## config.mk

```make
export PLATFORM = sky130hd
export DESIGN_NAME = vga_timing_gen
export DESIGN_NICKNAME = d
export VERILOG_FILES = /design/src/rtl/vga_pkg.sv /design/src/rtl/vga_delay.sv /design/src/rtl/vga_timing_gen.sv
export SDC_FILE = /design/constraint.sdc
export NUM_CORES = 1
export LEC_CHECK = 0
export ABC_AREA = 1
export CORE_ASPECT_RATIO = 0.8
export CORE_MARGIN = 5
export CORE_UTILIZATION = 52
export CTS_CLUSTER_SIZE = 10
export DETAILED_ROUTE_END_ITERATION = 16
export GPL_ROUTABILITY_DRIVEN = 0
export PLACE_DENSITY = 0.9
export SLEW_MARGIN = 0
export SYNTH_ARGS = -nofsm -noshare
export SYNTH_HDL_FRONTEND = slang
export SYNTH_SLANG_ARGS = --single-unit
```

## constraint.sdc

```tcl
create_clock -name vga_clk -period 1.6 [get_ports vga_clk]
set_input_delay 0.32 -clock vga_clk [delete_from_list [all_inputs] [get_ports vga_clk]]
set_output_delay 0.32 -clock vga_clk [all_outputs]
set_load 0.05 [all_outputs]
```

## src/rtl/vga_pkg.sv

```systemverilog
// vga_pkg: shared VGA timing constants (640x480 @ 60 Hz defaults) and the
// derived line/frame totals, plus the counter width used by the generator.
package vga_pkg;

  localparam int CNT_W = 10;

  localparam int DEF_H_VISIBLE = 640;
  localparam int DEF_H_FP      = 16;
  localparam int DEF_H_SYNC    = 96;
  localparam int DEF_H_BP      = 48;
  localparam int DEF_V_VISIBLE = 480;
  localparam int DEF_V_FP      = 10;
  localparam int DEF_V_SYNC    = 2;
  localparam int DEF_V_BP      = 33;

  localparam int DEF_H_TOTAL = DEF_H_VISIBLE + DEF_H_FP + DEF_H_SYNC + DEF_H_BP;  // 800
  localparam int DEF_V_TOTAL = DEF_V_VISIBLE + DEF_V_FP + DEF_V_SYNC + DEF_V_BP;  // 525

  // Half-open range test lo <= v < hi on counter-width values.
  function automatic logic in_range(input logic [CNT_W-1:0] v,
                                    input logic [CNT_W-1:0] lo,
                                    input logic [CNT_W-1:0] hi);
    return (v >= lo) && (v < hi);
  endfunction

endpackage

```

## src/rtl/vga_delay.sv

```systemverilog
// vga_delay: DEPTH-stage register pipeline for a WIDTH-bit bundle. Every
// stage resets to RST_VAL, so a reset flushes any in-flight pulse.
// DEPTH = 0 is a combinational pass-through that still presents RST_VAL
// while reset is asserted.
//   clk   in  clock
//   rst_n in  async active-low reset
//   d     in  [WIDTH-1:0] raw value
//   q     out [WIDTH-1:0] value delayed by DEPTH cycles
module vga_delay #(
  parameter int                 WIDTH   = 1,
  parameter int                 DEPTH   = 1,
  parameter logic [WIDTH-1:0]   RST_VAL = '0
) (
  input  logic             clk,
  input  logic             rst_n,
  input  logic [WIDTH-1:0] d,
  output logic [WIDTH-1:0] q
);

  generate
    if (DEPTH == 0) begin : g_pass
      assign q = rst_n ? d : RST_VAL;
    end else begin : g_pipe
      logic [DEPTH-1:0][WIDTH-1:0] stg;

      always_ff @(posedge clk or negedge rst_n) begin
        if (!rst_n) begin
          stg <= {DEPTH{RST_VAL}};
        end else begin
          stg[0] <= d;
          for (int i = 1; i < DEPTH; i++) stg[i] <= stg[i-1];
        end
      end

      assign q = stg[DEPTH-1];
    end
  endgenerate

endmodule

```

## src/rtl/vga_timing_gen.sv

```systemverilog
// vga_timing_gen: VGA raster timing. A free-running pixel counter (hc) and
// line counter (vc) drive DrawX/DrawY directly; blank, the syncs and the
// frame_start pulse are decoded from the counters and then delayed so that
// they line up with a downstream pixel pipeline.
//   vga_clk     in   pixel clock
//   reset_n     in   async active-low reset
//   DrawX       out  [9:0] current column (hc)
//   DrawY       out  [9:0] current row (vc)
//   blank       out  1 = active video, delayed BLANK_DELAY
//   hs_n        out  hsync, active low, delayed SYNC_DELAY
//   vs_n        out  vsync, active low, delayed SYNC_DELAY
//   frame_start out  one-cycle pulse at (0,0) of each new frame, delayed SYNC_DELAY
module vga_timing_gen
  import vga_pkg::*;
#(
  parameter int H_VISIBLE   = DEF_H_VISIBLE,
  parameter int H_FP        = DEF_H_FP,
  parameter int H_SYNC      = DEF_H_SYNC,
  parameter int H_BP        = DEF_H_BP,
  parameter int V_VISIBLE   = DEF_V_VISIBLE,
  parameter int V_FP        = DEF_V_FP,
  parameter int V_SYNC      = DEF_V_SYNC,
  parameter int V_BP        = DEF_V_BP,
  parameter int BLANK_DELAY = 1,
  parameter int SYNC_DELAY  = 2
) (
  input  logic             vga_clk,
  input  logic             reset_n,
  output logic [CNT_W-1:0] DrawX,
  output logic [CNT_W-1:0] DrawY,
  output logic             blank,
  output logic             hs_n,
  output logic             vs_n,
  output logic             frame_start
);

  localparam int H_TOTAL = H_VISIBLE + H_FP + H_SYNC + H_BP;
  localparam int V_TOTAL = V_VISIBLE + V_FP + V_SYNC + V_BP;

  localparam logic [CNT_W-1:0] H_LAST = CNT_W'(H_TOTAL - 1);
  localparam logic [CNT_W-1:0] V_LAST = CNT_W'(V_TOTAL - 1);
  localparam logic [CNT_W-1:0] H_ACT  = CNT_W'(H_VISIBLE);
  localparam logic [CNT_W-1:0] V_ACT  = CNT_W'(V_VISIBLE);
  localparam logic [CNT_W-1:0] HS_BEG = CNT_W'(H_VISIBLE + H_FP);
  localparam logic [CNT_W-1:0] HS_END = CNT_W'(H_VISIBLE + H_FP + H_SYNC);
  localparam logic [CNT_W-1:0] VS_BEG = CNT_W'(V_VISIBLE + V_FP);
  localparam logic [CNT_W-1:0] VS_END = CNT_W'(V_VISIBLE + V_FP + V_SYNC);

  logic [CNT_W-1:0] hc, vc;
  // Low only until the first edge after reset: masks the (0,0) that reset
  // itself creates, so frame_start marks completed wraps only.
  logic             started;

  always_ff @(posedge vga_clk or negedge reset_n) begin
    if (!reset_n) begin
      hc      <= '0;
      vc      <= '0;
      started <= 1'b0;
    end else begin
      started <= 1'b1;
      if (hc == H_LAST) begin
        hc <= '0;
        vc <= (vc == V_LAST) ? '0 : vc + CNT_W'(1);
      end else begin
        hc <= hc + CNT_W'(1);
      end
    end
  end

  assign DrawX = hc;
  assign DrawY = vc;

  logic act_raw, hs_raw, vs_raw, fs_raw;

  assign act_raw = (hc < H_ACT) && (vc < V_ACT);
  assign hs_raw  = ~in_range(hc, HS_BEG, HS_END);
  assign vs_raw  = ~in_range(vc, VS_BEG, VS_END);
  assign fs_raw  = started && (hc == '0) && (vc == '0);

  vga_delay #(
    .WIDTH   (1),
    .DEPTH   (BLANK_DELAY),
    .RST_VAL (1'b0)
  ) u_blank_dly (
    .clk   (vga_clk),
    .rst_n (reset_n),
    .d     (act_raw),
    .q     (blank)
  );

  // Syncs and frame_start share one pipeline so they stay mutually aligned.
  logic [2:0] sync_q;

  vga_delay #(
    .WIDTH   (3),
    .DEPTH   (SYNC_DELAY),
    .RST_VAL (3'b110)
  ) u_sync_dly (
    .clk   (vga_clk),
    .rst_n (reset_n),
    .d     ({hs_raw, vs_raw, fs_raw}),
    .q     (sync_q)
  );

  assign {hs_n, vs_n, frame_start} = sync_q;

endmodule

```

==> reports/metrics.cfg, run 1 <==
[outcome]
status=finished clean

[logic_synthesis]
synth_top_cell_by_area=dfrtp_1
synth_cells=176
synthTopCellsByCount=39 x nand2_1, 24 x dfrtp_1, 21 x nor2_1
synth_ff_type=dfrtp_1
yosysWarnings=0
synthTopCellsByArea=dfrtp_1 40%, nand2_1 9.8%, dfstp_2 7.0%
synthesis.nets=182
syn_area_mm2=0.00150
avgSynthCellArea_um2=8.50
ys_types=29
synth-edff-count=0
ys_seq_elements=28
ys_seq_area_share_pct=47.2
synthArstFlopShare_pct=100
yosysTopAreaCellShare_pct=40.1
yosysMostFrequentCell=nand2_1

[grt]
grt_pass1_wl_um=5770
antenna_found_initial=0
grt_overflow=0
grt_pass1_vias=1202
grt_max_degree=29
grt_usage_pct=17.8

[floorplan]
die_y_um=58.0
pin_count=26
dieArea_mm2=0.00406
core_mm2=0.00277
rows=17
die_x_um=70.0
initial_core_util_pct=54.1

[timing]
worst_slack_ns=0.103
maxSlewViolCount=0
fin_crit_ns=1.50
finalSetupViolations=0
fmax_mhz=668
rsz0062_at_grt=no
finalSetupTns_ns=0
skew_ns=0.00697
finalHoldViolations=0
fin_crit_sh_pct=93.6

[power]
sequentialPowerShare_pct=59.7
clockPowerShare_pct=38.9
p_comb_share_pct=1.4
internal_power_mw=0.967
swShare_pct=18.8
p_leak_nw=0.989
power.switching_mw=0.223
vdd_ir_drop_max_mv=0.628
cellPowerDensity_mw_per_mm2=572

[clock_network]
clk_latency_ns=0.33
cts_buffers=3
cts_buffer_depth=2
post-cts-setup-buffer-count=0
cts_tree=yes
clockRootBuffer=clkbuf_4
cts_resized=0
cts.clk_slew.worst_paths_ns=0.15
cts_sinks=28
htreeDepth=1
hold_buffers=0

[drt]
vias_per_cell=4.98
first_pass_iters=4
drt-total-wl_um=3140
drt_iter0_markers=80
wire_per_inst_um=12.8
postRouteAntennaNets=0
drc=0
vias=1220

[min_path]
hold_path_class=input port to async pin

[setup_path]
required_ns=1.84
path_max_fanout=7
cpMaxStageDelayCell=dfrtp_2
setup.reg_to_reg.worst_slack_ns=0.10
cp-end-kind=flop
crit_arrival_ns=1.74
slowest_delay_ns=0.45
path_cells=ha_1, nand2_2, inv_1, nand2_1, nor2_4, nand3_1, nand2_1, nor2_1
reg2reg_depth=8
start_kind=flop
timing.rr.start=DrawX[1]$_DFF_PN0_
crit_top_cell=nand2_1
setup.worst_path.class=flop to flop
r2r-end=DrawY[9]$_DFFE_PN0N_

[layout]
antennaDiodeCount=0
nets=214
fillers=199
area_delta_synth_final_pct=39.0
layout-drive-gt1-share_pct=29.0

[place]
hpwl_um=2410
pre_cts_ws_ns=0.188
port-buffer-count=25

[run]
max-cap-violations=0

## flip-flops by register name, summed over array words and instances (netlist names)
register and flops:
started 1, DrawY 10, u_sync_dly.q 3, u_sync_dly.g_pipe.stg 3
u_blank_dly.q 1, DrawX 10
## stage by stage
stage / instance area [µm²] / total power [mW] / hold slack (ns) / util [%] / instances
final: 2080 / 1.19 / 0.337 / 75.2 / 245
after global routing: 2080 / 1.25 / 0.343 / 75.2 / 245
after CTS: 2080 / 1.21 / 0.346 / 75.2 / 245
after detailed placement: 2030 / 0.741 / 0.352 / 73.3 / 241
after global placement: 2030 / 0.740 / 0.332 / 73.3 / 241
after floorplan: 1500 / 0.723 / 0.0244 / - / 176
## power by group through the flow
stage                     clock network [mW]  logic, mW  registers [mW]
final                                  0.463     0.0170           0.710
after global routing                   0.514     0.0208           0.711
after CTS                              0.477     0.0182           0.710
after detailed placement                   0     0.0181           0.723
after global placement                     0     0.0177           0.723
after floorplan                            0   0.000216           0.723
## final cells by class
type	count	area, µm²	share of cell area, %
tap	38	47.5	2.29
sequential	28	708	34.1
clock buffer	3	22.5	1.08
inverter	25	93.8	4.51
clock inverter	1	30.0	1.44
multi-input combinational	122	689	33.2
timing repair buffer	28	488	23.5
## worst max path at each step
stage	start	end	slack [ns]	cells past startpoint
6_report	DrawX[1]$_DFF_PN0_	DrawY[9]$_DFFE_PN0N_	0.10	8
5_1_grt	DrawX[1]$_DFF_PN0_	DrawY[9]$_DFFE_PN0N_	0.02	8
3_3_place_gp	DrawX[1]$_DFF_PN0_	DrawY[9]$_DFFE_PN0N_	0.26	8
2_1_floorplan	DrawY[1]$_DFFE_PN0N_	DrawY[6]$_DFFE_PN0N_	0.06	6
4_1_cts	DrawX[1]$_DFF_PN0_	DrawY[9]$_DFFE_PN0N_	0.11	8
3_5_place_dp	DrawX[1]$_DFF_PN0_	DrawY[9]$_DFFE_PN0N_	0.19	8
## critical path: cells and delay by family (launching register included)
family                   cells  cell delay, ns
flip-flops                   1            0.45
adder cells (fa/ha/maj)      1            0.20
buffers and inverters        1            0.11
AND/OR/NAND/NOR              6            0.64
## cell families (layout without fill, tap and decap cells)
group           count (synthesis)  after routing  synth area share [%]
xor+xnor                        7              7                  4.10
fa+ha+maj                       4              4                  3.34
flops                          28             28                  47.2
buf+inv                        26             57                  6.77
other cells                     1              1                 0.251
simple gates                   98             98                  34.0
compound gates                 12             12                  4.35
## metal layers
layer  wire [µm]  global-route usage, %
met2        1440                   28.3
met4          36                   4.10
met3         253                   5.37
met1        1410                   24.1
met5           0                      0
## cells in the final DEF (no fill, tap or decap), drive strengths merged
master / netlist / layout
nor4: 1 / 1
buf: 1 / 27
dfrtp: 24 / 24
and3: 1 / 1
conb: 1 / 1
nand4: 4 / 4
dfstp: 4 / 4
o21ai: 5 / 5
inv: 24 / 24
clkbuf: 0 / 3
clkinv: 1 / 1
bufinv: 0 / 1
clkdlybuf4s50: 0 / 1
a21oi: 5 / 5
ha: 4 / 4
xor2: 7 / 7
nand3: 12 / 12
nor2: 32 / 32
nand2: 42 / 42
nor3: 3 / 3
o211ai: 1 / 1
o21bai: 1 / 1
nand3b: 3 / 3
(Power assumes the default switching activity.)
==> run 2, diff against run 1 <==
--- a/config.mk
+++ b/config.mk
@@ -12,6 +12,7 @@
 export CTS_CLUSTER_SIZE = 10
 export DETAILED_ROUTE_END_ITERATION = 16
 export GPL_ROUTABILITY_DRIVEN = 0
+export GPL_TIMING_DRIVEN = 0
 export PLACE_DENSITY = 0.9
 export SLEW_MARGIN = 0
 export SYNTH_ARGS = -nofsm -noshare
==> run 2 against run 1 <==
  * The run now ends with hold timing left
  * Critical path depth down 7
  * Flip-flop and latch count unchanged
  * Final area down 13%
  * Combinational power down 19%
==> reports/metrics.cfg, run 2 (synthesis results as in run 1) <==
[outcome]
status=finished with violations
violations=hold timing

[clock_network]
cts_buffers=3  ; unchanged
cts.clk_slew.worst_paths_ns=0.16  ; about the same
cts_sinks=28  ; unchanged
clockRootBuffer=clkbuf_4
htreeDepth=1  ; unchanged
cts_tree=yes
hold_buffers=0  ; unchanged
cts_buffer_depth=2  ; unchanged
clk_latency_ns=0.34  ; about the same

[timing]
finalHoldViolations=24  ; +24
slew_headroom_pct=60.9
fin_crit_ns=1.55  ; +0.0560 ns
fmax_mhz=644  ; -3.6%
fin_crit_sh_pct=97.1  ; +3.5 points
finalSetupViolations=0  ; unchanged
rsz0062_at_grt=no
tightest_slew_ns=0.587
whs_ns=-0.0503  ; -0.388 ns
skew_ns=0.0116  ; +0.00465 ns
maxSlewViolCount=0  ; unchanged

[setup_path]
crit_arrival_ns=1.23  ; -0.51 ns
path_max_fanout=1  ; -6
path_cells=clkdlybuf4s15_2
endpoint=vs_n
r2r-end=DrawY[9]$_DFFE_PN0N_
critPathTopFamily=flip-flops
cpMaxStageDelayCell=dfstp_2
cp.depth=1  ; -7
setup.reg_to_reg.worst_slack_ns=0.17  ; +0.07 ns
reg2reg_depth=8  ; unchanged
setup.worst_path.class=flop to output port
start_kind=flop
cp_num_buf_inv=1  ; unchanged
slowest_delay_ns=0.54  ; +0.09 ns
timing.rr.start=DrawX[1]$_DFF_PN0_
cp-end-kind=output port
required_ns=1.28  ; -0.56 ns
crit_path_start=u_sync_dly.q[1]$_DFF_PN1_

[drt]
vias_per_cell=4.95  ; -0.58%
first_pass_iters=4  ; unchanged
drc=0  ; unchanged
wire_per_inst_um=12.1  ; -5.5%
drt-total-wl_um=2940  ; -6.3%
drt_iter0_markers=67  ; -16%
vias=1203  ; -1.4%
postRouteAntennaNets=0  ; unchanged

[layout]
final_common_cell=nand2_1
final_util_pct=65.7  ; -9.5 points
layout_common_cells=39 x nand2_1, 21 x dfrtp_1, 21 x nor2_1, 19 x inv_1, 12 x clkdlybuf4s15_2
antennaDiodeCount=0  ; unchanged
nets=212  ; -0.93%
layout-drive-gt1-share_pct=27.8  ; -1.2 points
fin_area_mm2=0.00182  ; -13%
seq_area_um2=709  ; +0.18%
multiInputGateArea_um2=689  ; unchanged
fin_cells=243  ; -0.82%
area_delta_synth_final_pct=21.5
fillers=228  ; +15%

[grt]
grt_pass1_vias=1178  ; -2.0%
grt_pass1_wl_um=5260  ; -8.9%
grt_overflow=0  ; unchanged
grt_max_degree=29  ; unchanged
grt_usage_pct=16.0  ; -1.8 points
antenna_found_initial=0  ; unchanged

[power]
p_leak_nw=0.885  ; -11%
total_power_mw=1.19  ; +0.34%
vdd_ir_drop_max_mv=0.613  ; -2.5%
cellPowerDensity_mw_per_mm2=657  ; +15%

[floorplan]
core_mm2=0.00277  ; unchanged
initial_core_util_pct=54.1  ; unchanged
dieArea_mm2=0.00406  ; unchanged
die_y_um=58.0  ; unchanged
die_x_um=70.0  ; unchanged
pin_count=26  ; unchanged
rows=17  ; unchanged

[place]
place_area_mm2=0.00180  ; -11%
dp_cells=239  ; -0.83%
port-buffer-count=25  ; unchanged
hpwl_um=2200  ; -8.5%

[min_path]
hold_path_class=input port to async pin

[run]
max-cap-violations=0  ; unchanged

[run 2: cell types whose count changed in the layout (fill, tap and decap cells not counted), sizes merged]
cell / before / now
buf: 27 / 8
clkbuf: 3 / 5
clkdlybuf4s15: 0 / 13
clkdlybuf4s18: 0 / 1
clkdlybuf4s50: 1 / 0
dlygate4sd2: 0 / 2
[run 2: power breakdown]
group | switching [mW] | leakage (nW) | internal [mW] | total (mW)
Sequential | 0.000295 | 0.352 | 0.710 | 0.710
Clock | 0.217 | 0.0279 | 0.254 | 0.471
Combinational | 0.0128 | 0.506 | 0.000886 | 0.0137
Total | 0.230 | 0.885 | 0.964 | 1.19
[run 2: timing repair]
| action | in CTS | in global routing |
|---|---|---|
| gates resized for setup | 66 | 15 |
| setup buffers | 0 | 0 |
| setup endpoints to repair | 24 | 9 |
[run 2: layout make-up]
class / count / area share, %
flip-flops and latches: 28 / 39.0
multi-input cells: 122 / 37.9
plain buffers: 1 / 0.413
clock inverters: 1 / 1.65
inverters: 25 / 5.16
repair buffers: 25 / 12.0
well taps: 38 / 2.62
clock buffers: 3 / 1.24
[run 2: worst min path at each step]
stage	start	endpoint	slack (ns)	depth (start not counted)
finish	reset_n	DrawX[4]$_DFF_PN0_	-0.05	1
detailed placement	u_sync_dly.g_pipe.stg[0]$_DFF_PN0_	u_sync_dly.q[0]$_DFF_PN0_	0.34	0
CTS	u_sync_dly.g_pipe.stg[2]$_DFF_PN1_	u_sync_dly.q[2]$_DFF_PN1_	0.37	0
floorplan	reset_n	DrawX[0]$_DFF_PN0_	0.02	0
global route	reset_n	DrawX[4]$_DFF_PN0_	0.01	1
global placement	u_sync_dly.g_pipe.stg[0]$_DFF_PN0_	u_sync_dly.q[0]$_DFF_PN0_	0.33	0
[run 2: per-layer routing]
layer / wire (µm) / up-vias / track usage (%)
met3: 139 / 0 / 4.51
met2: 1320 / 29 / 26.9
li1: - / 610 / -
met1: 1480 / 564 / 21.8
met5: 0 / - / 0
met4: 0 / 0 / 1.09
[run 2: metrics by stage]
step                setup TNS [ns]  worst slack, ns
floorplan                        0           0.0588
global placement             -3.91           -0.242
detailed placement           -4.60           -0.272
CTS                              0          0.00219
global route                     0         0.000381
finish                           0           0.0470
==> run 3, diff against run 2 <==
--- a/config.mk
+++ b/config.mk
@@ -7,12 +7,13 @@
 export LEC_CHECK = 0
 export ABC_AREA = 1
 export CORE_ASPECT_RATIO = 0.8
-export CORE_MARGIN = 5
+export CORE_MARGIN = 10
 export CORE_UTILIZATION = 52
 export CTS_CLUSTER_SIZE = 10
 export DETAILED_ROUTE_END_ITERATION = 16
 export GPL_ROUTABILITY_DRIVEN = 0
 export GPL_TIMING_DRIVEN = 0
+export MAX_ROUTING_LAYER = met4
 export PLACE_DENSITY = 0.9
 export SLEW_MARGIN = 0
 export SYNTH_ARGS = -nofsm -noshare
==> run 3 against run 2 <==
  * Highest routed layer is now met4
  * Power shrank 1.3%
  * Setup slack improved by 0.013 ns
  * The flow now finishes without violations
  * Largest power group unchanged
  * Die area grew 34%
  * First-iteration DRC count is 7.5% lower
  * Global-route usage decreased by 3.9 points
  * Largest cell class unchanged
  * Fmax grew 0.86%
  * Register-to-register slack better by 0.04 ns
  * Critical path depth unchanged
  * Via count barely moved
  * Clock skew fell by 0.0069 ns
==> reports/metrics.cfg, run 3 (synthesis results as in run 1) <==
[layout]
seq_area_um2=711  ; +0.18%
fin_cells=243  ; unchanged
final_common_cell=nand2_1
multiInputGateArea_um2=689  ; unchanged
fin_area_mm2=0.00182  ; about the same
layout-drive-gt1-share_pct=27.8  ; unchanged
area_delta_synth_final_pct=21.6  ; about the same
fillers=235  ; +3.1%
layout_common_cells=39 x nand2_1, 21 x nor2_1, 20 x dfrtp_1, 19 x inv_1
antennaDiodeCount=0  ; unchanged
nets=212  ; unchanged

[timing]
slew_headroom_pct=22.9  ; -38 points
maxSlewViolCount=0  ; unchanged
finalSetupViolations=0  ; unchanged
finalHoldViolations=0  ; -100%
fin_crit_ns=1.54  ; -0.0133 ns
skew_ns=0.00472  ; -0.00691 ns
tightest_slew_ns=1.15  ; +0.568 ns
fin_crit_sh_pct=96.2  ; -0.83 points
fmax_mhz=649  ; +0.86%
rsz0062_at_grt=no

[setup_path]
cp_num_buf_inv=1  ; unchanged
critPathTopFamily=flip-flops
path_cells=clkdlybuf4s15_2
start_kind=flop
r2r-end=DrawY[9]$_DFFE_PN0N_
cp-end-kind=output port
slowest_delay_ns=0.54  ; about the same
path_max_fanout=1  ; unchanged
required_ns=1.28  ; about the same
cpMaxStageDelayCell=dfstp_2
setup.reg_to_reg.worst_slack_ns=0.21  ; +0.04 ns
timing.rr.start=DrawX[1]$_DFF_PN0_
crit_arrival_ns=1.22  ; about the same
reg2reg_depth=8  ; unchanged
setup.worst_path.class=flop to output port

[clock_network]
cts_tree=yes
cts_buffer_depth=2  ; unchanged
cts.clk_slew.worst_paths_ns=0.14  ; -0.02 ns
clockRootBuffer=clkbuf_4
hold_buffers=0  ; unchanged
cts_sinks=28  ; unchanged
clk_latency_ns=0.32  ; -0.02 ns
cts_buffers=3  ; unchanged
htreeDepth=1  ; unchanged

[power]
sequentialPowerShare_pct=60.2  ; +0.7 points
clockPowerShare_pct=38.5  ; -0.9 points
cellPowerDensity_mw_per_mm2=648  ; -1.4%
power.switching_mw=0.213  ; -7.2%
swShare_pct=18.1  ; -1.1 points
internal_power_mw=0.965  ; about the same
vdd_ir_drop_max_mv=0.654  ; +6.7%
p_comb_share_pct=1.2  ; about the same
p_leak_nw=0.895  ; +1.1%

[grt]
grt_max_degree=29  ; unchanged
grt_pass1_vias=1148  ; -2.5%
grt_overflow=0  ; unchanged
grt_usage_pct=12.1  ; -3.9 points
antenna_found_initial=0  ; unchanged
grt_pass1_wl_um=5220  ; -0.78%

[run]
max-cap-violations=0  ; unchanged

[floorplan]
pin_count=26  ; unchanged
dieArea_mm2=0.00544  ; +34%
core_mm2=0.00277  ; unchanged
die_x_um=80.0  ; +14%
die_y_um=68.0  ; +17%
initial_core_util_pct=54.1  ; unchanged
rows=17  ; unchanged

[drt]
drt_iter0_markers=62  ; -7.5%
postRouteAntennaNets=0  ; unchanged
wire_per_inst_um=12.4  ; +2.7%
first_pass_iters=4  ; unchanged
vias_per_cell=4.95  ; about the same
drc=0  ; unchanged
drt-total-wl_um=3020  ; +2.7%
vias=1202  ; -0.083%

[place]
place_area_mm2=0.00180  ; unchanged
dp_cells=239  ; unchanged
port-buffer-count=25  ; unchanged
hpwl_um=2310  ; +5.0%

[outcome]
status=finished clean

[min_path]
hold_path_class=input port to async pin

[run 3: cell types whose count changed in the layout (fill, tap and decap cells not counted), sizes merged]
cell	change
clkdlybuf4s15	-2
clkdlybuf4s18	+1
dlymetal6s2s	+1
[run 3: how the worst max path moves through the flow]
stage | startpoint | end | cells past startpoint
floorplan | DrawY[1]$_DFFE_PN0N_ | DrawY[6]$_DFFE_PN0N_ | 6
global placement | reset_n | DrawX[1]$_DFF_PN0_ | 1
detailed placement | reset_n | DrawX[0]$_DFF_PN0_ | 1
CTS | DrawX[7]$_DFF_PN0_ | DrawX[7] | 1
global route | u_sync_dly.q[1]$_DFF_PN1_ | vs_n | 1
finish | u_sync_dly.q[1]$_DFF_PN1_ | vs_n | 1
[run 3: timing repair]
item | CTS | global route
gates cloned | 0 | 0
gates resized for setup | 66 | 20
setup endpoints to repair | 24 | 13
buffers inserted | 0 | 0
[run 3: stage by stage]
step                total power [mW]  worst slack [ns]  util (%)  setup TNS (ns)  hold slack [ns]
floorplan                      0.723            0.0588         -               0           0.0244
global placement               0.739            -0.253      65.0           -4.19            0.333
detailed placement             0.739            -0.258      65.0           -4.32            0.338
CTS                             1.19           0.00996      67.4               0            0.370
global route                    1.23           0.00415      65.8               0            0.293
finish                          1.18            0.0603      65.8               0            0.201
[run 3: area by class of cell]
class,count,share of cell area [%]
Buffer,1,0.413
Clock buffer,3,1.24
Clock inverter,1,1.65
Inverter,25,5.16
Multi-Input combinational cell,122,37.9
Sequential cell,28,39.1
Tap cell,38,2.61
Timing Repair Buffer,25,12.0
[run 3: power groups by stage]
stage	sequential [mW]	clock, mW	combinational (mW)
detailed placement	0.723	0	0.0160
global route	0.710	0.501	0.0179
finish	0.710	0.454	0.0146
CTS	0.710	0.468	0.0160
global placement	0.723	0	0.0159
floorplan	0.723	0	0.000216
[run 3: layer usage]
metal	up-vias	wire, µm	GRT usage (%)
met4	0	11	2.19
met5	-	0	-
li1	609	-	-
met1	569	1460	15.7
met2	22	1380	18.5
met3	2	170	3.53
